==> config.mk <==
export PLATFORM = sky130hd
export DESIGN_NAME = move_scanner
export DESIGN_NICKNAME = d
export VERILOG_FILES = /design/src/rtl/move_scanner.sv
export SDC_FILE = /design/constraint.sdc
export NUM_CORES = 1
export LEC_CHECK = 0
export ABC_AREA = 1
export ABC_CLOCK_PERIOD_IN_PS = 3400
export BUFFER_PORTS_ARGS = -buffer_cell sky130_fd_sc_hd__buf_2
export CELL_PAD_IN_SITES_DETAIL_PLACEMENT = 2
export CELL_PAD_IN_SITES_GLOBAL_PLACEMENT = 2
export CORE_MARGIN = 4
export CORE_UTILIZATION = 28
export CTS_CLUSTER_SIZE = 8
export DETAILED_ROUTE_END_ITERATION = 6
export MAX_ROUTING_LAYER = met4
export PLACE_DENSITY = 0.81
export SETUP_SLACK_MARGIN = 0.2
export SLEW_MARGIN = 20
export SYNTH_ARGS = -nofsm -noshare
export SYNTH_HDL_FRONTEND = slang
export SYNTH_SLANG_ARGS = --single-unit
==> constraint.sdc <==
create_clock -name clk -period 3.4 [get_ports clk]
set_input_delay 1.02 -clock clk [delete_from_list [all_inputs] [get_ports clk]]
set_output_delay 1.02 -clock clk [all_outputs]
set_load 0.05 [all_outputs]
==> src/rtl/move_scanner.sv <==
// move_scanner: sequential legal-move finder for an 8x8 disc-flipping board.
// Each empty square is tried against the eight directions in turn. A square is
// legal when a run of one or more opponent discs is capped by one of the mover's
// own discs. The scan handles one state per cycle.
//
// Ports:
//   clk, RST       clock; synchronous active-high reset
//   start          scan request, only looked at in IDLE
//   player         side to move (1 = RED, 0 = BLUE)
//   B, R           blue / red disc bitboards, bit index y*8+x
//   busy, done     busy in every state except IDLE; done is a one-cycle pulse in DONE
//   legal, count   legal-move mask and its population count
//   has_move       count != 0
//   first_x/_y     coordinates of the lowest-index legal square, 0 when there is none
//
// state   | meaning
// --------+-------------------------------------------------------------
// IDLE    | waiting for start; results from the last scan are held
// SCAN_SQ | look at square sq; occupied squares are skipped
// CHK_DIR | neighbour of sq in direction dir must hold an opponent disc
// WALK    | follow the opponent run from pos until it hits own/empty/edge
// DONE    | one-cycle completion pulse
module move_scanner #(
  parameter bit STOP_ON_FIRST = 1'b0
) (
  input  logic        clk,
  input  logic        RST,
  input  logic        start,
  input  logic        player,
  input  logic [63:0] B,
  input  logic [63:0] R,
  output logic        busy,
  output logic        done,
  output logic [63:0] legal,
  output logic [6:0]  count,
  output logic        has_move,
  output logic [2:0]  first_x,
  output logic [2:0]  first_y
);

  typedef enum logic [2:0] {IDLE, SCAN_SQ, CHK_DIR, WALK, DONE} state_t;

  state_t      state_q, state_d;
  logic [5:0]  sq_q, sq_d;
  logic [2:0]  dir_q, dir_d;
  logic [5:0]  pos_q, pos_d;
  logic [63:0] cur_q, cur_d;
  logic [63:0] opp_q, opp_d;
  logic [63:0] legal_q, legal_d;
  logic [6:0]  count_q, count_d;
  logic [2:0]  first_x_q, first_x_d;
  logic [2:0]  first_y_q, first_y_d;

  logic [63:0]       occ;
  logic [5:0]        base_idx;
  logic signed [3:0] dx, dy, nx, ny;
  logic              nb_off;
  logic [5:0]        nb_idx;
  logic              next_dir, adv, mark;

  assign occ = cur_q | opp_q;

  always_comb begin
    dx = 4'sd0;
    dy = 4'sd0;
    case (dir_q)
      3'd0: begin dx =  4'sd1; dy =  4'sd0; end
      3'd1: begin dx = -4'sd1; dy =  4'sd0; end
      3'd2: begin dx =  4'sd0; dy =  4'sd1; end
      3'd3: begin dx =  4'sd0; dy = -4'sd1; end
      3'd4: begin dx =  4'sd1; dy =  4'sd1; end
      3'd5: begin dx = -4'sd1; dy = -4'sd1; end
      3'd6: begin dx = -4'sd1; dy =  4'sd1; end
      default: begin dx = 4'sd1; dy = -4'sd1; end
    endcase
  end

  // One stepper serves both CHK_DIR (from sq) and WALK (from pos). The
  // coordinates range over -1..8, and both extremes have bit 3 set, so bit 3
  // alone flags off-board and a row edge can never wrap into the next row.
  always_comb begin
    base_idx = (state_q == CHK_DIR) ? sq_q : pos_q;
    nx       = $signed({1'b0, base_idx[2:0]}) + dx;
    ny       = $signed({1'b0, base_idx[5:3]}) + dy;
    nb_off   = nx[3] | ny[3];
    nb_idx   = {ny[2:0], nx[2:0]};
  end

  always_comb begin
    state_d   = state_q;
    sq_d      = sq_q;
    dir_d     = dir_q;
    pos_d     = pos_q;
    cur_d     = cur_q;
    opp_d     = opp_q;
    legal_d   = legal_q;
    count_d   = count_q;
    first_x_d = first_x_q;
    first_y_d = first_y_q;
    next_dir  = 1'b0;
    adv       = 1'b0;
    mark      = 1'b0;

    case (state_q)
      IDLE: begin
        if (start) begin
          cur_d     = player ? R : B;
          opp_d     = player ? B : R;
          legal_d   = '0;
          count_d   = '0;
          first_x_d = '0;
          first_y_d = '0;
          sq_d      = '0;
          dir_d     = '0;
          state_d   = SCAN_SQ;
        end
      end
      SCAN_SQ: begin
        if (occ[sq_q]) begin
          adv = 1'b1;
        end else begin
          dir_d   = '0;
          state_d = CHK_DIR;
        end
      end
      CHK_DIR: begin
        if (!nb_off && opp_q[nb_idx]) begin
          pos_d   = nb_idx;
          state_d = WALK;
        end else begin
          next_dir = 1'b1;
        end
      end
      WALK: begin
        if (nb_off || !occ[nb_idx]) begin
          next_dir = 1'b1;
        end else if (opp_q[nb_idx]) begin
          pos_d = nb_idx;
        end else begin
          mark = 1'b1;
        end
      end
      DONE: state_d = IDLE;
      default: state_d = IDLE;
    endcase

    if (next_dir) begin
      if (dir_q != 3'd7) begin
        dir_d   = dir_q + 3'd1;
        state_d = CHK_DIR;
      end else begin
        adv = 1'b1;
      end
    end

    if (mark) begin
      legal_d[sq_q] = 1'b1;
      count_d       = count_q + 7'd1;
      if (count_q == 7'd0) begin
        first_x_d = sq_q[2:0];
        first_y_d = sq_q[5:3];
      end
      adv = 1'b1;
    end

    if (adv) begin
      if (sq_q == 6'd63 || (mark && STOP_ON_FIRST)) begin
        state_d = DONE;
      end else begin
        sq_d    = sq_q + 6'd1;
        state_d = SCAN_SQ;
      end
    end
  end

  always_ff @(posedge clk) begin
    if (RST) begin
      state_q   <= IDLE;
      sq_q      <= '0;
      dir_q     <= '0;
      pos_q     <= '0;
      cur_q     <= '0;
      opp_q     <= '0;
      legal_q   <= '0;
      count_q   <= '0;
      first_x_q <= '0;
      first_y_q <= '0;
    end else begin
      state_q   <= state_d;
      sq_q      <= sq_d;
      dir_q     <= dir_d;
      pos_q     <= pos_d;
      cur_q     <= cur_d;
      opp_q     <= opp_d;
      legal_q   <= legal_d;
      count_q   <= count_d;
      first_x_q <= first_x_d;
      first_y_q <= first_y_d;
    end
  end

  assign busy     = (state_q != IDLE);
  assign done     = (state_q == DONE);
  assign legal    = legal_q;
  assign count    = count_q;
  assign has_move = (count_q != 7'd0);
  assign first_x  = first_x_q;
  assign first_y  = first_y_q;

endmodule

==> impl_metrics.tcl, run 1 <==
set metrics [dict create \
    drtPass1Iterations 5 \
    yosysSeqAreaShare 0.364 \
    tritoncts "yes" \
    n_fill_cell 5111 \
    arrival_ns 4.18 \
    grt-ovfl-total 0 \
    leakagePower_nw 7.42 \
    wl_met3_mm 2.11 \
    p_per_area_nw_per_um2 963 \
    rows 76 \
    ios 212 \
    place_ws_ns -0.194 \
    timing.rr.start "state_q[1]" \
    hold_buffers 0 \
    synth_cells 1858 \
    cts_root_buffer "clkbuf_16" \
    place_hpwl_mm 36.4 \
    dp_cells 2612 \
    via_per_inst 5.11 \
    worstHoldEndpoint "legal[33]" \
    grt_max_degree 140 \
    wl_met1_mm 23.0 \
    worst-path-buf-inv 7 \
    top_layer_used "met4" \
    drive_above_1_share 0.231 \
    final_common_cell "nand2_1" \
    reg2reg_slack_ns -0.35 \
    slowest_stage "fa_2" \
    finClkSkew_ns 0.0250 \
    worstHoldStart "legal[33]" \
    setup_viol 95 \
    synth_top_family_by_area "simple AND/OR/NAND/NOR gates" \
    syn_area_um2 12300 \
    setup_slack_ns -0.348 \
    worstHoldPathType "reg2reg" \
    maxCapViolations 0 \
    cts_buffers 34 \
    muxShareOfSynthArea 0.0433 \
    die_w_um 217 \
    cts_buffer_depth 3 \
    setup_tns_ns -20.06 \
    met2_length_mm 27.4 \
    async_reset_ff_frac 0 \
    layout.nets 2244 \
    grt_pass1_vias 14714 \
    fmax_mhz 267 \
    drtIter0Drc 757 \
    hold_slack_ns 0.460 \
    syn2layout_area_growth_pct 32.4 \
    detail-route-antenna-nets 0 \
    failed_checks "negative setup slack" \
    crit_required_ns 3.83 \
    start_util 0.284 \
    clk_latency_ns 0.54 \
    cp_top_family "simple AND/OR/NAND/NOR gates" \
    path_max_fanout 8 \
    portBuffers 211 \
    die_h_um 217 \
    synth-main-ff-cell "dfxtp_1" \
    synth.distinct_cells 37 \
    worst_pin_slew_ns 0.972 \
    ys_warn_count 0 \
    outcome "finished with violations" \
    synth-simple-area-share 0.260 \
    routedWlPerCell_um 20.1 \
    synth_compound_area_frac 0.203 \
    wl_mm 54.1 \
    finalMaxSlewViolations 0 \
    finalCritPeriodShare 1.10 \
    endpoint_kind "flip-flop" \
    vdd_drop_max_uv 508 \
    reg2regPathDepth 25 \
    rsz0062_at_grt "yes" \
    hold_path_depth 2 \
    worstReg2RegEnd "sq_q[0]" \
    power.total_mw 15.6 \
    synth_edf_count 0 \
    slowest_delay_ns 0.62 \
    antenna_found_initial 6 \
    place_congestion 0.876 \
    path_class "reg2reg" \
    synth_seq_cells 223 \
    drc_errors 0 \
    timing.slew.headroom 0.352 \
    clkTransAtPathRegs_ns 0.06 \
    core_um2 43200 \
    cts_sinks 223 \
    layout_common_cells "327 x nand2_1, 291 x a21oi_1, 220 x dfxtp_1, 211 x buf_2, 187 x inv_1" \
    avgSynthCellArea_um2 6.59 \
    hold_viol 0 \
    min_period_ns 3.75 \
    vias 13760 \
    syn_nets 2007 \
    grt_pass1_wl_mm 80.7 \
    fin_cells 2693 \
    die_area_um2 47200 \
    synthAdderAreaFrac 0.0186 \
    h-tree-depth 2 \
    start_kind "flip-flop" \
    synth_xor_area_frac 0.00490 \
    grt_usage 0.219 \
]
[state kept, by name, summed over array words and instances, names as in the netlist]
name,flops
pos_q,6
cur_q,64
first_y,3
legal,64
sq_q,6
state_q,3
count,7
dir_q,3
opp_q,64
first_x,3
[what timing repair did]
action / 4_1_cts / 5_1_grt
setup buffers: 11 / 11
endpoints found under the setup margin: 95 / 95
gates resized for setup: 79 / 49
pin swaps: 19 / 30
gates cloned: 4 / 6
[power breakdown]
group          internal, mW  switching, mW
sequential             3.07          0.304
clock                  1.83           1.23
combinational          3.43           5.76
[stage by stage]
step / utilization / cell area (µm²)
CTS: 0.365 / 15800
global placement: 0.333 / 14400
detailed placement: 0.333 / 14400
floorplan: - / 12400
global route: 0.376 / 16200
finish: 0.376 / 16200
[Yosys cell counts, types with 2 or more instances]
cell,n,area [µm²]
nand2_2,4,25.0
nor2_4,2,22.5
buf_2,30,150
a21oi_1,305,1530
clkinv_1,3,11.3
nor2_1,165,619
a211oi_1,2,15.0
o21ai_0,172,861
nor3_2,2,20.0
inv_1,194,728
o211ai_1,7,52.6
inv_2,2,7.51
buf_6,4,45.0
nand4_1,2,12.5
buf_1,4,15.0
ha_1,15,188
clkbuf_1,88,330
nand2_1,342,1280
xnor2_1,4,35.0
nor3_1,7,35.0
nand3_2,6,60.1
nand3_1,206,1030
mux2i_1,53,531
fa_1,2,40.0
dfxtp_1,223,4460
o21ai_1,2,10.0
nand2_4,2,22.5
[layer usage]
metal,track usage,vias to the layer above
met5,-,-
met4,0.0664,0
met2,0.388,312
met1,0.256,6771
li1,-,6586
met3,0.0325,91
[final cells by class]
cell class	count	area, µm²	area share
tap	585	732	0.0451
clock inverter	4	38.8	0.00239
sequential	223	4470	0.276
multi-input combinational	1308	6960	0.429
clock buffer	38	886	0.0546
timing repair buffer	328	2340	0.144
inverter	200	778	0.0480
antenna	7	17.5	0.00108
[worst reg2reg max path, stage by stage, from the launching register on]
cell,delay [ns]
dfxtp_2,0.35
inv_2,0.07
nor2_4,0.11
inv_2,0.06
nor2_4,0.16
nand2_2,0.07
o21ai_2,0.06
ha_2,0.21
inv_2,0.06
fa_2,0.62
buf_12,0.15
inv_12,0.05
buf_16,0.15
o211ai_1,0.09
nand3_1,0.12
nand3_1,0.11
nand3_2,0.13
nand3_4,0.13
nand2_4,0.08
nor2_4,0.13
nand3_4,0.18
nand2_4,0.17
inv_6,0.07
nand2_8,0.08
nand2_1,0.06
a21oi_1,0.16
[kinds of logic (layout without fill, tap and decap cells)]
group           after synthesis  count (layout)
simple gates                742             742
mux                          53              53
buf+inv                     327             570
other cells                   0               7
compound gates              490             490
xor+xnor                      6               6
fa+ha+maj                    17              17
flops                       223             223
[how the worst max path moves through the flow]
stage	startpoint	endpoint	slack (ns)	cells past startpoint
final	state_q[1]	sq_q[0]	-0.35	25
after global routing	state_q[1]	first_y[2]	-0.51	23
after CTS	dir_q[1]	pos_q[5]	-0.03	25
after detailed placement	state_q[1]	count[0]	-0.19	22
after global placement	dir_q[0]	count[2]	-0.02	20
after floorplan	state_q[1]	first_x[0]	0.12	25
No activity file was read; power rests on OpenSTA's default activity.
==> run 2, diff against run 1 <==
Settings changed: RECOVER_POWER set to 50.
==> run 2 against run 1 <==
Compared with the run above:
- the flow still finishes with violations (negative setup slack)
- wire length hardly changed
- clock skew about the same
- die area did not move
- critical path depth is the same
- count of clock-buffer cells in the layout unchanged
- first-iteration DRC count unchanged
==> impl_metrics.tcl, run 2 (same netlist as run 1, synthesis figures left out) <==
set metrics [dict create \
    routedWlPerCell_um 20.1 \
    cp.depth 25 \
    syn2layout_area_growth_pct 32.4 \
    rsz0062_at_grt "yes" \
    ff_latch_area_um2 4470 \
    worstHoldPathType "reg2reg" \
    clk_latency_ns 0.54 \
    rows 76 \
    crit_start "state_q[1]" \
    cp_top_family "simple AND/OR/NAND/NOR gates" \
    reg2regPathDepth 25 \
    via_per_inst 5.11 \
    h-tree-depth 2 \
    p_per_area_nw_per_um2 963 \
    start_util 0.284 \
    crit_required_ns 3.83 \
    ios 212 \
    portBuffers 211 \
    hold_viol 0 \
    hold_slack_ns 0.460 \
    tritoncts "yes" \
    grt_pass1_wl_mm 80.7 \
    grt_max_degree 140 \
    worstHoldStart "legal[33]" \
    detail-route-antenna-nets 0 \
    setup_tns_ns -20.08 \
    cts_sinks 223 \
    core_um2 43200 \
    reg2reg_slack_ns -0.35 \
    worst_pin_slew_ns 0.971 \
    fin_util 0.376 \
    path_class "reg2reg" \
    timing.rr.start "state_q[1]" \
    finalMaxSlewViolations 0 \
    slowest_delay_ns 0.62 \
    vdd_drop_max_uv 508 \
    grt-ovfl-total 0 \
    vias 13763 \
    min_period_ns 3.75 \
    failed_checks "negative setup slack" \
    place_congestion 0.876 \
    outcome "finished with violations" \
    leakagePower_nw 7.41 \
    endpoint "sq_q[0]" \
    antenna_found_initial 6 \
    layout_common_cells "327 x nand2_1, 291 x a21oi_1, 220 x dfxtp_1, 209 x buf_2, 187 x inv_1" \
    fmax_mhz 267 \
    timing.slew.headroom 0.353 \
    cts_buffers 34 \
    drtPass1Iterations 5 \
    place_ws_ns -0.194 \
    path_max_fanout 8 \
    finalCritPeriodShare 1.10 \
    maxCapViolations 0 \
    worstReg2RegEnd "sq_q[0]" \
    worst-path-buf-inv 7 \
    start_kind "flip-flop" \
    grt_usage 0.219 \
    drc_errors 0 \
    setup_viol 95 \
    wl_mm 54.1 \
    clkTransAtPathRegs_ns 0.06 \
    multi_input_area_um2 6960 \
    place_area_um2 14400 \
    drive_above_1_share 0.230 \
    slowest_stage "fa_2" \
    final_common_cell "nand2_1" \
    cts_root_buffer "clkbuf_16" \
    n_fill_cell 5113 \
    hold_buffers 0 \
    endpoint_kind "flip-flop" \
    place_hpwl_mm 36.4 \
    die_area_um2 47200 \
    layout.nets 2244 \
    finClkSkew_ns 0.0250 \
    cts_buffer_depth 3 \
    design_area_um2 16200 \
    grt_pass1_vias 14714 \
    die_w_um 217 \
    setup_slack_ns -0.348 \
    drtIter0Drc 757 \
    arrival_ns 4.18 \
    die_h_um 217 \
]
run 2: through the flow:
| step | power [mW] | std cells |
|---|---|---|
| after global placement | 10.3 | 2612 |
| after detailed placement | 10.6 | 2612 |
| after global routing | 16.6 | 2693 |
| after floorplan | 8.07 | 1858 |
| after CTS | 14.9 | 2669 |
| final | 15.6 | 2693 |
run 2: what timing repair did:
action | CTS | global route
setup endpoints to repair | 95 | 95
endpoints found under the hold margin | 0 | 0
gates cloned | 4 | 6
resized for setup | 79 | 49
pin swaps | 19 | 30
setup buffers | 11 | 11
run 2: how the worst min path moves through the flow:
stage	slack (ns)	endpoint	depth (start not counted)
2_1_floorplan	0.42	pos_q[1]	2
3_3_place_gp	0.45	legal[9]	2
3_5_place_dp	0.45	legal[43]	2
4_1_cts	0.47	legal[36]	2
5_1_grt	0.48	legal[25]	2
6_report	0.46	legal[33]	2
run 2: final cells by class:
type / count / area share
Inverter: 200 / 0.0480
Clock buffer: 38 / 0.0546
Multi-Input combinational cell: 1308 / 0.429
Timing Repair Buffer: 328 / 0.144
Tap cell: 585 / 0.0451
Antenna cell: 7 / 0.00108
Clock inverter: 4 / 0.00239
Sequential cell: 223 / 0.276
run 2: where the power goes:
group	switching [mW]	leakage (nW)	internal, mW
Sequential	0.304	1.83	3.07
Combinational	5.76	5.13	3.43
Clock	1.23	0.456	1.83
Total	7.30	7.41	8.32
run 2: metal layers:
| layer | track usage | routed length (µm) |
|---|---|---|
| met1 | 0.256 | 23000 |
| met2 | 0.388 | 27400 |
| met3 | 0.0325 | 2090 |
| met4 | 0.0664 | 1640 |
| met5 | - | 0 |
run 2: worst min-delay path, delay by kind of cell (launching register included):
kind            cells  cell delay [ns]
flops               1             0.30
simple gates        1             0.06
compound gates      1             0.05
